File: src/rtl/camera_link_if.sv
// Camera Link 10-tap bus: frame/line valid plus ports A-J.
// The source drives it through master, the consumer reads it through slave.
interface camera_link_if;
    logic       cl_fval;
    logic       cl_z_lval;
    logic [7:0] cl_port_a, cl_port_b, cl_port_c, cl_port_d, cl_port_e;
    logic [7:0] cl_port_f, cl_port_g, cl_port_h, cl_port_i, cl_port_j;

    modport master (
        output cl_fval, cl_z_lval,
        output cl_port_a, cl_port_b, cl_port_c, cl_port_d, cl_port_e,
        output cl_port_f, cl_port_g, cl_port_h, cl_port_i, cl_port_j
    );
    modport slave (
        input cl_fval, cl_z_lval,
        input cl_port_a, cl_port_b, cl_port_c, cl_port_d, cl_port_e,
        input cl_port_f, cl_port_g, cl_port_h, cl_port_i, cl_port_j
    );
endinterface

File: src/rtl/camera_link_sim.sv
// Synthetic dual-half sCMOS source on a 10-tap Camera Link bus.
// Emits a deterministic 12-bit ramp, ten pixels per half packed into three 40-bit words.
module camera_link_sim #(
    parameter int N_COL   = 2560,
    parameter int N_ROW   = 1080,
    parameter int H_BLANK = 32,
    parameter int V_BLANK = 256
) (
    input  logic          clk_85,
    input  logic          reset,
    camera_link_if.master cl
);
    localparam int LINE_CLKS = 3 * N_COL / 10;
    localparam int CNT_MAX   = (V_BLANK > LINE_CLKS) ? ((V_BLANK > H_BLANK) ? V_BLANK : H_BLANK)
                                                     : ((LINE_CLKS > H_BLANK) ? LINE_CLKS : H_BLANK);
    localparam int CNT_W     = $clog2(CNT_MAX + 1);

    localparam logic [1:0] VGAP = 2'd0;
    localparam logic [1:0] HGAP = 2'd1;
    localparam logic [1:0] LINE = 2'd2;
    localparam logic [1:0] TAIL = 2'd3;

    logic [1:0]       state_q, state_d;
    logic [CNT_W-1:0] cnt_q, cnt_d;
    logic [1:0]       phase_q, phase_d;
    logic [11:0]      col_base_q, col_base_d;
    logic [10:0]      row_q, row_d;
    logic [15:0]      frame_q, frame_d;
    logic             fval_q, fval_d;
    logic             lval_q, lval_d;
    logic [39:0]      top_q, top_d;
    logic [39:0]      bot_q, bot_d;

    logic [11:0]      pix_base;
    logic [11:0]      pix;
    logic [119:0]     top_vec, bot_vec;

    always_comb begin
        state_d    = state_q;
        cnt_d      = cnt_q + 1'b1;
        phase_d    = phase_q;
        col_base_d = col_base_q;
        row_d      = row_q;
        frame_d    = frame_q;
        unique case (state_q)
            VGAP: if (cnt_q == CNT_W'(V_BLANK - 1)) begin
                state_d = HGAP;
                cnt_d   = '0;
            end
            HGAP: if (cnt_q == CNT_W'(H_BLANK - 1)) begin
                state_d    = LINE;
                cnt_d      = '0;
                phase_d    = 2'd0;
                col_base_d = '0;
            end
            LINE: begin
                if (cnt_q == CNT_W'(LINE_CLKS - 1)) begin
                    cnt_d = '0;
                    if (row_q < 11'(N_ROW - 1)) begin
                        row_d   = row_q + 1'b1;
                        state_d = HGAP;
                    end else begin
                        state_d = TAIL;
                    end
                end else if (phase_q == 2'd2) begin
                    phase_d    = 2'd0;
                    col_base_d = col_base_q + 12'd10;
                end else begin
                    phase_d = phase_q + 1'b1;
                end
            end
            default: if (cnt_q == CNT_W'(H_BLANK - 1)) begin
                state_d = VGAP;
                cnt_d   = '0;
                row_d   = '0;
                frame_d = frame_q + 1'b1;
            end
        endcase
    end

    // Outputs are built from next-state values so the registered bus lines up with LVAL.
    always_comb begin
        pix_base = col_base_d + {1'b0, row_d} + frame_d[11:0];
        top_vec  = '0;
        bot_vec  = '0;
        pix      = '0;
        for (int i = 0; i < 10; i++) begin
            pix = pix_base + 12'(i);
            top_vec[119 - 12*i -: 12] = pix;
            bot_vec[119 - 12*i -: 12] = pix + 12'h800;
        end
        fval_d = (state_d != VGAP);
        lval_d = (state_d == LINE);
        top_d  = '0;
        bot_d  = '0;
        if (lval_d) begin
            unique case (phase_d)
                2'd0:    begin top_d = top_vec[119:80]; bot_d = bot_vec[119:80]; end
                2'd1:    begin top_d = top_vec[79:40];  bot_d = bot_vec[79:40];  end
                default: begin top_d = top_vec[39:0];   bot_d = bot_vec[39:0];   end
            endcase
        end
    end

    always_ff @(posedge clk_85 or posedge reset) begin
        if (reset) begin
            state_q    <= VGAP;
            cnt_q      <= '0;
            phase_q    <= '0;
            col_base_q <= '0;
            row_q      <= '0;
            frame_q    <= '0;
            fval_q     <= 1'b0;
            lval_q     <= 1'b0;
            top_q      <= '0;
            bot_q      <= '0;
        end else begin
            state_q    <= state_d;
            cnt_q      <= cnt_d;
            phase_q    <= phase_d;
            col_base_q <= col_base_d;
            row_q      <= row_d;
            frame_q    <= frame_d;
            fval_q     <= fval_d;
            lval_q     <= lval_d;
            top_q      <= top_d;
            bot_q      <= bot_d;
        end
    end

    assign cl.cl_fval   = fval_q;
    assign cl.cl_z_lval = lval_q;
    assign {cl.cl_port_a, cl.cl_port_b, cl.cl_port_c, cl.cl_port_d, cl.cl_port_e} = top_q;
    assign {cl.cl_port_f, cl.cl_port_g, cl.cl_port_h, cl.cl_port_i, cl.cl_port_j} = bot_q;
endmodule

File: src/flat_wrapper.sv
// flat-port wrapper written by rule: the top's interface ports become plain ports
module camera_link_sim_flat 
#(
    parameter int N_COL   = 2560,
    parameter int N_ROW   = 1080,
    parameter int H_BLANK = 32,
    parameter int V_BLANK = 256
)
  (clk_85, reset, cl_cl_fval, cl_cl_z_lval, cl_cl_port_a, cl_cl_port_b, cl_cl_port_c, cl_cl_port_d, cl_cl_port_e, cl_cl_port_f, cl_cl_port_g, cl_cl_port_h, cl_cl_port_i, cl_cl_port_j);
  camera_link_if cl_i ();
  input  logic clk_85;
  input  logic reset;
  output wire logic [$bits(cl_i.cl_fval)-1:0] cl_cl_fval;
  output wire logic [$bits(cl_i.cl_z_lval)-1:0] cl_cl_z_lval;
  output wire logic [$bits(cl_i.cl_port_a)-1:0] cl_cl_port_a;
  output wire logic [$bits(cl_i.cl_port_b)-1:0] cl_cl_port_b;
  output wire logic [$bits(cl_i.cl_port_c)-1:0] cl_cl_port_c;
  output wire logic [$bits(cl_i.cl_port_d)-1:0] cl_cl_port_d;
  output wire logic [$bits(cl_i.cl_port_e)-1:0] cl_cl_port_e;
  output wire logic [$bits(cl_i.cl_port_f)-1:0] cl_cl_port_f;
  output wire logic [$bits(cl_i.cl_port_g)-1:0] cl_cl_port_g;
  output wire logic [$bits(cl_i.cl_port_h)-1:0] cl_cl_port_h;
  output wire logic [$bits(cl_i.cl_port_i)-1:0] cl_cl_port_i;
  output wire logic [$bits(cl_i.cl_port_j)-1:0] cl_cl_port_j;
  assign cl_cl_fval = cl_i.cl_fval;
  assign cl_cl_z_lval = cl_i.cl_z_lval;
  assign cl_cl_port_a = cl_i.cl_port_a;
  assign cl_cl_port_b = cl_i.cl_port_b;
  assign cl_cl_port_c = cl_i.cl_port_c;
  assign cl_cl_port_d = cl_i.cl_port_d;
  assign cl_cl_port_e = cl_i.cl_port_e;
  assign cl_cl_port_f = cl_i.cl_port_f;
  assign cl_cl_port_g = cl_i.cl_port_g;
  assign cl_cl_port_h = cl_i.cl_port_h;
  assign cl_cl_port_i = cl_i.cl_port_i;
  assign cl_cl_port_j = cl_i.cl_port_j;
  camera_link_sim #(.N_COL(N_COL), .N_ROW(N_ROW), .H_BLANK(H_BLANK), .V_BLANK(V_BLANK)) u_core (.clk_85(clk_85), .reset(reset), .cl(cl_i));
endmodule
File: config.mk
export PLATFORM = sky130hd
export DESIGN_NAME = camera_link_sim_flat
export DESIGN_NICKNAME = d
export VERILOG_FILES = /design/src/rtl/camera_link_if.sv /design/src/rtl/camera_link_sim.sv /design/src/flat_wrapper.sv
export SDC_FILE = /design/constraint.sdc
export NUM_CORES = 1
export LEC_CHECK = 0
export CORE_AREA = 4 4 120 122
export CTS_BUF_LIST = sky130_fd_sc_hd__clkbuf_8
export DETAILED_ROUTE_END_ITERATION = 12
export DIE_AREA = 0 0 124 126
export PLACE_DENSITY = 0.88
export SYNTH_ARGS = -nofsm -noshare
export SYNTH_HDL_FRONTEND = slang
export SYNTH_SLANG_ARGS = --single-unit
File: constraint.sdc
create_clock -name clk_85 -period 7.58 [get_ports clk_85]
set_clock_uncertainty 0.1 [all_clocks]
set_input_delay 1.516 -clock clk_85 [delete_from_list [all_inputs] [get_ports clk_85]]
set_output_delay 1.516 -clock clk_85 [all_outputs]
set_load 0.02 [all_outputs]
Word-level counts from Yosys, hierarchy flattened
Index checks and enable logic that the tools add are counted.
- word-level logic and storage cells: 81
- input port bits: 2
- register bits after elaboration: 135
- output and inout port bits: 82
- $add $sub $neg: 26
- reduce and logical (&&, ||, !) cells: 6
- bitwise gates (word level): 1
- mux-type cells: 28
- $lt $le $gt $ge: 1
- equal/unequal tests: 8
- operators with widths (operator ; number):
    40-bit one-hot mux with 2 select lines ; 2
    12-bit adder (second input constant) ; 10
    40-bit 2-to-1 mux ; 2
    12-bit 2-to-1 mux ; 5
    12-bit by 3-bit adder with 12-bit output (second input constant) ; 4
    12-bit by 4-bit adder with 12-bit output (second input constant) ; 3
    11-bit 2-to-1 mux ; 3
    10-bit 2-to-1 mux ; 3
    12-bit by 2-bit adder with 12-bit output (second input constant) ; 2
    12-bit one-hot mux with 2 select lines ; 1
    11-bit one-hot mux with 2 select lines ; 1
    10-bit one-hot mux with 2 select lines ; 1
    16-bit by 1-bit adder with 16-bit output (second input constant) ; 1
    2-bit 2-to-1 mux ; 8
    12-bit by 1-bit adder with 12-bit output (second input constant) ; 1
    12-bit by 11-bit adder with 12-bit output ; 1
    12-bit adder ; 1
    11-bit by 1-bit adder with 11-bit output (second input constant) ; 1
    11-bit < comparator (second input constant) ; 1
    10-bit by 1-bit adder with 10-bit output (second input constant) ; 1
    10-bit equality test (second input constant) ; 1
    10-bit by 5-bit equality test with 1-bit output (second input constant) ; 1
    10-bit by 8-bit equality test with 1-bit output (second input constant) ; 1
    2-bit equality test (second input constant) ; 3
    10 further kinds ; 12

Logic depth before layout (Yosys ltp)
Gate-level depths: netlist (run 1).
- depth in word-level cells: 10
- depth in mapped cells: 24
- gate-level depth less buffers: 21

Worst setup path before layout (run 1)
Ideal clock, no wire load.
- kind: register -> register
- start point: reg u_core.cnt_q[0]
- end point: reg u_core.top_q[23]
- stages on the path, launching flop included: 23
- arrival: 5898 ps
- clock period less this slack: 6079 ps
- buffers on the path: 3
- path slack: 1501 ps
- library setup time: 81 ps
- cells stage by stage: dfrtp_1 -> ha_1 -> and4_1 -> nand4_1 -> clkbuf_1 -> a21oi_1 -> nand2_1 -> xnor2_1 -> a22oi_1 -> o21ai_0 -> fa_1 -> ha_1 -> a211oi_1 -> nor2_1 -> nor2_1 -> buf_1 -> ha_1 -> clkbuf_1 -> nand3_1 -> nor3_1 -> nand4_1 -> or4b_4 -> o211ai_2
- word-level cells in the longest chain between the ends: 8
- elaborated cells on any way between the ends: 29
- RTL lines (element ; RTL line ; RTL):
    from (decl) ; camera_link_sim.sv:24 ; logic [CNT_W-1:0] cnt_q, cnt_d;
    from (signal assigned) ; camera_link_sim.sv:119 ; cnt_q <= cnt_d;
    10-bit by 5-bit equality test with 1-bit output or 10-bit equality test (tied branches) ; camera_link_sim.sv:72, camera_link_sim.sv:57 ;
    11-bit 2-to-1 mux, on equally long branches ; camera_link_sim.sv:72, camera_link_sim.sv:57 ;
    11-bit one-hot mux with 2 select lines (*) ; camera_link_sim.sv:45 ; unique case (state_q)
    net u_core.row_d[2] ; camera_link_sim.sv:27 ; logic [10:0] row_q, row_d;
    12-bit by 11-bit adder with 12-bit output (*) ; camera_link_sim.sv:83 ; pix_base = col_base_d + {1'b0, row_d} + frame_d[11:0];
    12-bit adder (*) ; camera_link_sim.sv:83 ;
    12-bit by 4-bit adder with 12-bit output (tied with other cells) ; camera_link_sim.sv:88 ; pix = pix_base + 12'(i);
    40-bit one-hot mux with 2 select lines (*) ; camera_link_sim.sv:97 ; unique case (phase_d)
    40-bit 2-to-1 mux (*) ; camera_link_sim.sv:96 ; if (lval_d) begin
    net u_core.top_d[23] ; camera_link_sim.sv:31 ; logic [39:0] top_q, top_d;
    to (signal assigned) ; camera_link_sim.sv:126 ; top_q <= top_d;
    to (decl) ; camera_link_sim.sv:31 ;
The timed path passes the listed nets; every way through them passes the cells marked *.
A chain may end at the register's enable or synchronous reset.

Final worst setup path (run 1)
- start point: reg u_core.cnt_q[0]
- end point: reg u_core.bot_q[31]
- word-level cells in the longest chain between the ends: 9
- elaborated cells on any way between the ends: 31
- RTL lines (element ; RTL line ; RTL):
    10-bit by 5-bit equality test with 1-bit output or 10-bit equality test (tied branches) ; camera_link_sim.sv:72, camera_link_sim.sv:57 ;
    11-bit 2-to-1 mux, on equally long branches ; camera_link_sim.sv:72, camera_link_sim.sv:57 ;
    11-bit one-hot mux with 2 select lines (*) ; camera_link_sim.sv:45 ;
    net u_core.row_d[1] ; camera_link_sim.sv:27 ;
    12-bit by 11-bit adder with 12-bit output (*) ; camera_link_sim.sv:83 ;
    12-bit adder (*) ; camera_link_sim.sv:83 ;
    12-bit by 3-bit adder with 12-bit output ; camera_link_sim.sv:88 ;
    12-bit adder ; camera_link_sim.sv:90 ; bot_vec[119 - 12*i -: 12] = pix + 12'h800;
    40-bit one-hot mux with 2 select lines (*) ; camera_link_sim.sv:97 ;
    40-bit 2-to-1 mux (*) ; camera_link_sim.sv:96 ;
    net u_core.bot_d[31] ; camera_link_sim.sv:32 ; logic [39:0] bot_q, bot_d;
    to (signal assigned) ; camera_link_sim.sv:127 ; bot_q <= bot_d;
    to (decl) ; camera_link_sim.sv:32 ;
Marked as above.

==> impl_metrics.tcl, run 1 <==
set metrics [dict create \
    die_area_um2 15600 \
    instance_count_on_the_critical_path 21 \
    p_sw_frac 0.229 \
    cellInternalPower_mw 0.730 \
    first_global_vias 7076 \
    die_w_um 124 \
    groute.usage.overall 0.289 \
    synth.distinct_cells 74 \
    place.port_buffers 83 \
    core.rowCount 42 \
    totalNegativeSetupSlack_ps 0 \
    crit_chain "ha_1 -> and4_1 -> nand4_1 -> a21oi_1 -> mux2i_1 -> o2bb2ai_1 -> a22o_1 -> inv_1 -> fa_1 -> inv_1 -> ha_1 -> fa_1 -> inv_1 -> ha_1 -> nand2b_1 -> nand2_1 -> nor3_1 -> nand3_1 -> a311oi_1 -> o21ai_0 -> a211oi_1" \
    grt_overflow 0 \
    timing.final.hold_violations 0 \
    clock_tree_from_tritoncts "done" \
    ir_drop_mv 0.0877 \
    yosysWarnings 0 \
    critical_path.reg2reg.startpoint "u_core.cnt_q[0]" \
    via_count 7409 \
    timing_max_transition_violations_final 0 \
    tightest_slew_ps 1240 \
    min_clock_period_post_route_ps 6830 \
    nFillCells 1071 \
    combinationalPowerShare 0.012 \
    place_congestion 1.01 \
    io-pin-count 84 \
    pin_count_of_the_biggest_net_entering_global_routing 56 \
    critPathMaxFanout 13 \
    worst_setup_path_start_kind "flop" \
    synth_nets 953 \
    setup.worst_path.end_class "flop" \
    critical_path.top_delay_family "adder cells" \
    wl_mm 22.2 \
    layout-area-overhead-vs-synth_pct 12.0 \
    worst-endpoint-arrival_ps 7040 \
    cts_root_buf "clkbuf_8" \
    number_of_flops_mapped_to_enable_cells_by_yosys 0 \
    crit_buf_inv 3 \
    finalCritPeriodShare 0.901 \
    clk_transition_reported_paths_ps 100 \
    numCtsBuffers 9 \
    cts-hold-fix-buffers 0 \
    share_of_layout_cells_above_drive_strength_1 0.0536 \
    area_taken_by_multi_input_logic_gates_um2 4680 \
    drc_errors 0 \
    worst-setup-path-type "reg -> reg" \
    final_nets 971 \
    net-switching-power_mw 0.216 \
    area.sequential_um2 2530 \
    detailedRoute.firstIterationViolations 898 \
    r2r_end "u_core.bot_q[31]" \
    synth_area_um2 7850 \
    core-area_um2 13200 \
    clkLatencyLatePin_ps 400 \
    final_antenna_net_count 0 \
    timing.critical_path.to "u_core.bot_q[31]" \
    report.final.setup_viol 0 \
    async_flop_share 1.00 \
    syn_inst 909 \
    sequential_share_of_power 0.569 \
    timing.reg2reg.worst_path_depth 21 \
    drt-pass1-iter-count 5 \
    postSynthRegisterBits 101 \
    p_total_mw 0.947 \
    post_drt_wl_per_cell_um 20.0 \
    postLayoutSetupSlackWorst_ps 753 \
    setup.worst_path.start "u_core.cnt_q[0]" \
    power-per-cell-area_nw_per_um2 108 \
    max_stage_delay_ps 910 \
    h-tree-depth 3 \
    number_of_maximum_capacitance_violations 0 \
    cts_sinks 101 \
    dp_hpwl_mm 15.6 \
    avgSynthCellArea_um2 8.63 \
    post-cts-setup-buffer-count 0 \
    clock_power_share 0.420 \
    status "finished, final reports clean" \
    clock_tree.buffer_depth 2 \
    whs_ps 390 \
    ctsResizeCount 0 \
    yosysSeqAreaShare 0.322 \
    cp.required_ps 7790 \
    critical-path-slowest-cell "fa_1" \
    diodes 0 \
    grt_setup_unrepaired "false" \
    relSlewSlack 0.173 \
    avgViaCountPerCell 6.69 \
    power.leakage_nw 3.69 \
    effective_utilization_at_floorplan 0.595 \
    grt_pass1_wl_mm 36.0 \
    max_clock_freq_mhz 146 \
    reg2reg_setup_slack_ps 750 \
    die_y_um 126 \
    min-delay-path-class "reg -> reg" \
    dpl_worst_slack_ps 1100 \
    antenna_found_initial 0 \
    synth_flop_cell "dfrtp_1" \
]
per-layer routing:
layer	GRT usage	wire, um
met5	0	0
met4	0.122	716
met3	0.0623	2220
met2	0.446	10300
met1	0.394	8970
Yosys cell counts (all sizes together), types with 19 or more instances:
master	number	share of area
a211oi	25	0.024
a21oi	46	0.029
buf	40	0.035
clkbuf	52	0.025
dfrtp	101	0.32
ha	30	0.048
inv	46	0.022
nand2	64	0.031
nand3	35	0.022
nand4	28	0.022
nor2	55	0.026
nor3	19	0.012
o211ai	20	0.020
o21ai	40	0.026
xnor2	62	0.069
xor2	19	0.021
cell usage in the layout (no fill, tap or decap), types with 7 or more instances in the layout:
cell / count
and3_1: 12
a21oi_1: 46
nor2_1: 55
nor3_1: 19
clkbuf_8: 9
a2111oi_0: 7
nor4_1: 14
a211oi_1: 25
o211ai_1: 19
o21a_1: 7
nand3_1: 35
nand4_1: 28
o21ai_0: 40
a21o_1: 14
nand2_1: 64
dfrtp_1: 101
clkdlybuf4s50_1: 83
nor2b_1: 11
buf_4: 16
xor2_1: 19
a22oi_1: 14
fa_1: 12
inv_1: 45
o31ai_1: 11
ha_1: 30
xnor2_1: 61
a31oi_1: 10
o221ai_1: 11
flip-flops by register name, summed over array words and instances, names as in the netlist:
register             flops
u_core.state_q           2
u_core.col_base_q       12
u_core.phase_q           2
u_core.cl.cl_z_lval      1
u_core.cnt_q            10
u_core.top_q            40
u_core.row_q            11
u_core.frame_q          12
u_core.bot_q            10
u_core.cl.cl_fval        1
metrics by stage:
step	utilization	instance area, um2	instances
final	0.667	8790	1108
after global routing	0.667	8790	1108
after CTS	0.667	8790	1108
after detailed placement	0.649	8560	1092
after global placement	0.649	8560	1092
after floorplan	-	7850	909
area by class of cell:
type | count | area share
Sequential cell | 101 | 0.287
Tap cell | 176 | 0.0250
Inverter | 48 | 0.0208
Clock inverter | 7 | 0.0121
Timing Repair Buffer | 99 | 0.108
Clock buffer | 9 | 0.0141
Multi-Input combinational cell | 668 | 0.532
power by group through the flow:
stage / sequential, mW / combinational [mW] / clock (mW)
2_1_floorplan: 0.549 / 0.00782 / 0
3_3_place_gp: 0.549 / 0.0116 / 0
3_5_place_dp: 0.549 / 0.0118 / 0
4_1_cts: 0.538 / 0.0118 / 0.400
5_1_grt: 0.539 / 0.0135 / 0.424
6_report: 0.538 / 0.0112 / 0.397
worst min-delay path by stage:
stage / startpoint / end / slack [ps] / cells past startpoint
final: u_core.cnt_q[0] / u_core.cnt_q[0] / 390 / 1
after global routing: u_core.cnt_q[0] / u_core.cnt_q[0] / 420 / 1
after CTS: u_core.cnt_q[0] / u_core.cnt_q[0] / 390 / 1
after detailed placement: u_core.cnt_q[0] / u_core.cnt_q[0] / 380 / 1
after global placement: u_core.cnt_q[0] / u_core.cnt_q[0] / 370 / 1
after floorplan: u_core.cnt_q[0] / u_core.cnt_q[0] / 350 / 1
worst register-to-register path, cell delays in order, from the launching register on:
cell,delay (ps)
dfrtp_1,400
ha_1,230
and4_1,290
nand4_1,460
a21oi_1,570
mux2i_1,150
o2bb2ai_1,150
a22o_1,180
inv_1,60
fa_1,480
inv_1,40
ha_1,230
fa_1,910
inv_1,360
ha_1,420
nand2b_1,330
nand2_1,130
nor3_1,230
nand3_1,110
a311oi_1,520
o21ai_0,180
a211oi_1,210
kinds of logic after synthesis:
group           count (synthesis)  synth area share
buf+inv                       140            0.0832
xor+xnor                       81            0.0904
flops                         101             0.322
mux                             4           0.00542
simple gates                  281             0.186
compound gates                260             0.235
fa+ha+maj                      42            0.0784
No activity file was read; power rests on OpenSTA's default activity.
==> inputs of run 2 (changes only) <==
- CORE_AREA: 4 4 120 122 -> 2 2 118 120
- DIE_AREA: 0 0 124 126 -> 0 0 120 122
- SETUP_SLACK_MARGIN: not set -> 0.05
==> run 2 against run 1 <==
Cell count increased by 0.45%; sequential power barely moved; wire length decreased by 2.3%; critical path depth shrank 2; die area fell by 6.3%; via count down 0.89%; utilization shrank 1.6 points; combinational power about the same; total power shrank 2.8%; worst hold slack better by 17 ps; clock power decreased by 6.5%; count of clock-buffer cells in the layout stayed put; critical path type unchanged; largest cell class unchanged.
==> impl_metrics.tcl, run 2 (synthesized netlist as in run 1, its figures left out) <==
set metrics [dict create \
    cp.required_ps 7820 \
    worst-endpoint-arrival_ps 7010 \
    ir_drop_mv 0.137 \
    final_antenna_net_count 0 \
    power.leakage_nw 3.68 \
    ctsResizeCount 0 \
    die_area_um2 14600 \
    status "finished, final reports clean" \
    reg2reg_setup_slack_ps 800 \
    mostFrequentLayoutCells "dfrtp_1 (101), clkdlybuf4s50_1 (83), nand2_1 (64)" \
    setup.worst_path.end_class "flop" \
    first_global_vias 6685 \
    via_count 7343 \
    biggestRegsByFlops "u_core.top_q x40, u_core.col_base_q x12, u_core.frame_q x12" \
    min_clock_period_post_route_ps 6780 \
    timing_max_transition_violations_final 0 \
    tightest_slew_ps 1190 \
    layout-area-overhead-vs-synth_pct 11.9 \
    worst-setup-path-type "reg -> reg" \
    area_taken_by_multi_input_logic_gates_um2 4680 \
    die_w_um 120 \
    min-delay-path-class "reg -> reg" \
    detailedRoute.firstIterationViolations 1133 \
    die_y_um 122 \
    effective_utilization_at_floorplan 0.581 \
    timing.final.hold_violations 0 \
    post-cts-setup-buffer-count 0 \
    nFillCells 1117 \
    whs_ps 408 \
    io-pin-count 84 \
    grt_setup_unrepaired "false" \
    grt_overflow 0 \
    grt_pass1_wl_mm 34.8 \
    finalCritPeriodShare 0.894 \
    final_nets 972 \
    dp_hpwl_mm 15.2 \
    core-area_um2 13500 \
    h-tree-depth 3 \
    wl_mm 21.7 \
    share_of_layout_cells_above_drive_strength_1 0.0547 \
    cts_sinks 101 \
    core.rowCount 43 \
    post_drt_wl_per_cell_um 19.5 \
    drc_errors 0 \
    most_common_cell_after_layout_fill_and_taps_aside "dfrtp_1" \
    place.port_buffers 83 \
    worst_setup_path_start_kind "flop" \
    avgViaCountPerCell 6.60 \
    cts_root_buf "clkbuf_8" \
    clkLatencyLatePin_ps 420 \
    totalNegativeSetupSlack_ps 0 \
    number_of_maximum_capacitance_violations 0 \
    clk_transition_reported_paths_ps 110 \
    max_flop_register "u_core.top_q" \
    relSlewSlack 0.208 \
    clock_tree.buffer_depth 2 \
    area.sequential_um2 2530 \
    drt-pass1-iter-count 6 \
    critPathMaxFanout 13 \
    diodes 0 \
    groute.usage.overall 0.302 \
    pin_count_of_the_biggest_net_entering_global_routing 61 \
    clock_tree_from_tritoncts "done" \
    max_clock_freq_mhz 148 \
    antenna_found_initial 0 \
    numCtsBuffers 9 \
    cts-hold-fix-buffers 0 \
    place_congestion 1.07 \
    report.final.setup_viol 0 \
    largest_register_ffs 40 \
    power-per-cell-area_nw_per_um2 105 \
]
[run 2: cell types whose count changed in the layout (fill, tap and decap cells not counted)]
cell,change
buf_4,+1
clkinvlp_4,+1
bufinv_16,-1
[run 2: path summary, 6_finish.rpt]
check / start / to / cells after the start
max: u_core.cnt_q[0] / u_core.bot_q[31] / 19
min: u_core.cnt_q[0] / u_core.cnt_q[0] / 1
max reg2reg: u_core.cnt_q[0] / u_core.bot_q[31] / 19
min reg2reg: u_core.cnt_q[0] / u_core.cnt_q[0] / 1
max in group asynchronous: reset / u_core.frame_q[9] / 3
min in group asynchronous: reset / u_core.bot_q[15] / 2
[run 2: critical path, cell delays in order, from the launching register on]
cell and delay (ps):
dfrtp_1 410, ha_1 240, and4_1 290, nand4_1 410
a21oi_1 520, nand2_1 130, xnor2_1 150, a22oi_1 80
o21ai_0 450, fa_1 530, fa_1 950, inv_1 350
ha_1 400, nand2b_1 280, nand2_1 120, nor3_1 220
nand3_1 110, a311oi_1 510, o21ai_0 200, a211oi_1 210
[run 2: metrics by stage]
stage	setup slack [ps]	utilization	cell area, um2	std cells	power [mW]
3_3_place_gp	1050	0.635	8570	1097	0.561
6_report	802	0.650	8780	1113	0.920
5_1_grt	395	0.650	8780	1113	0.950
2_1_floorplan	1500	-	7850	909	0.557
4_1_cts	931	0.650	8780	1113	0.922
3_5_place_dp	982	0.635	8570	1097	0.561
[run 2: report_power, final]
group	internal, mW	total [mW]	switching, mW
Sequential	0.538	0.538	0
Combinational	0.000894	0.0109	0.0100
Clock	0.158	0.371	0.214
[run 2: area by class of cell]
cell class              instances  share of cell area
well taps                     180              0.0256
clock buffers                   9              0.0141
multi-input cells             668               0.533
clock inverters                 7             0.00955
repair buffers                100               0.109
flip-flops and latches        101               0.288
inverters                      48              0.0208
[run 2: per-layer routing]
layer | vias up | part of all wire | global-route usage
li1 | 3356 | - | -
met1 | 3482 | 0.42 | 0.423
met2 | 417 | 0.45 | 0.460
met3 | 88 | 0.098 | 0.0562
met4 | 0 | 0.032 | 0.130
met5 | - | 0 | 0
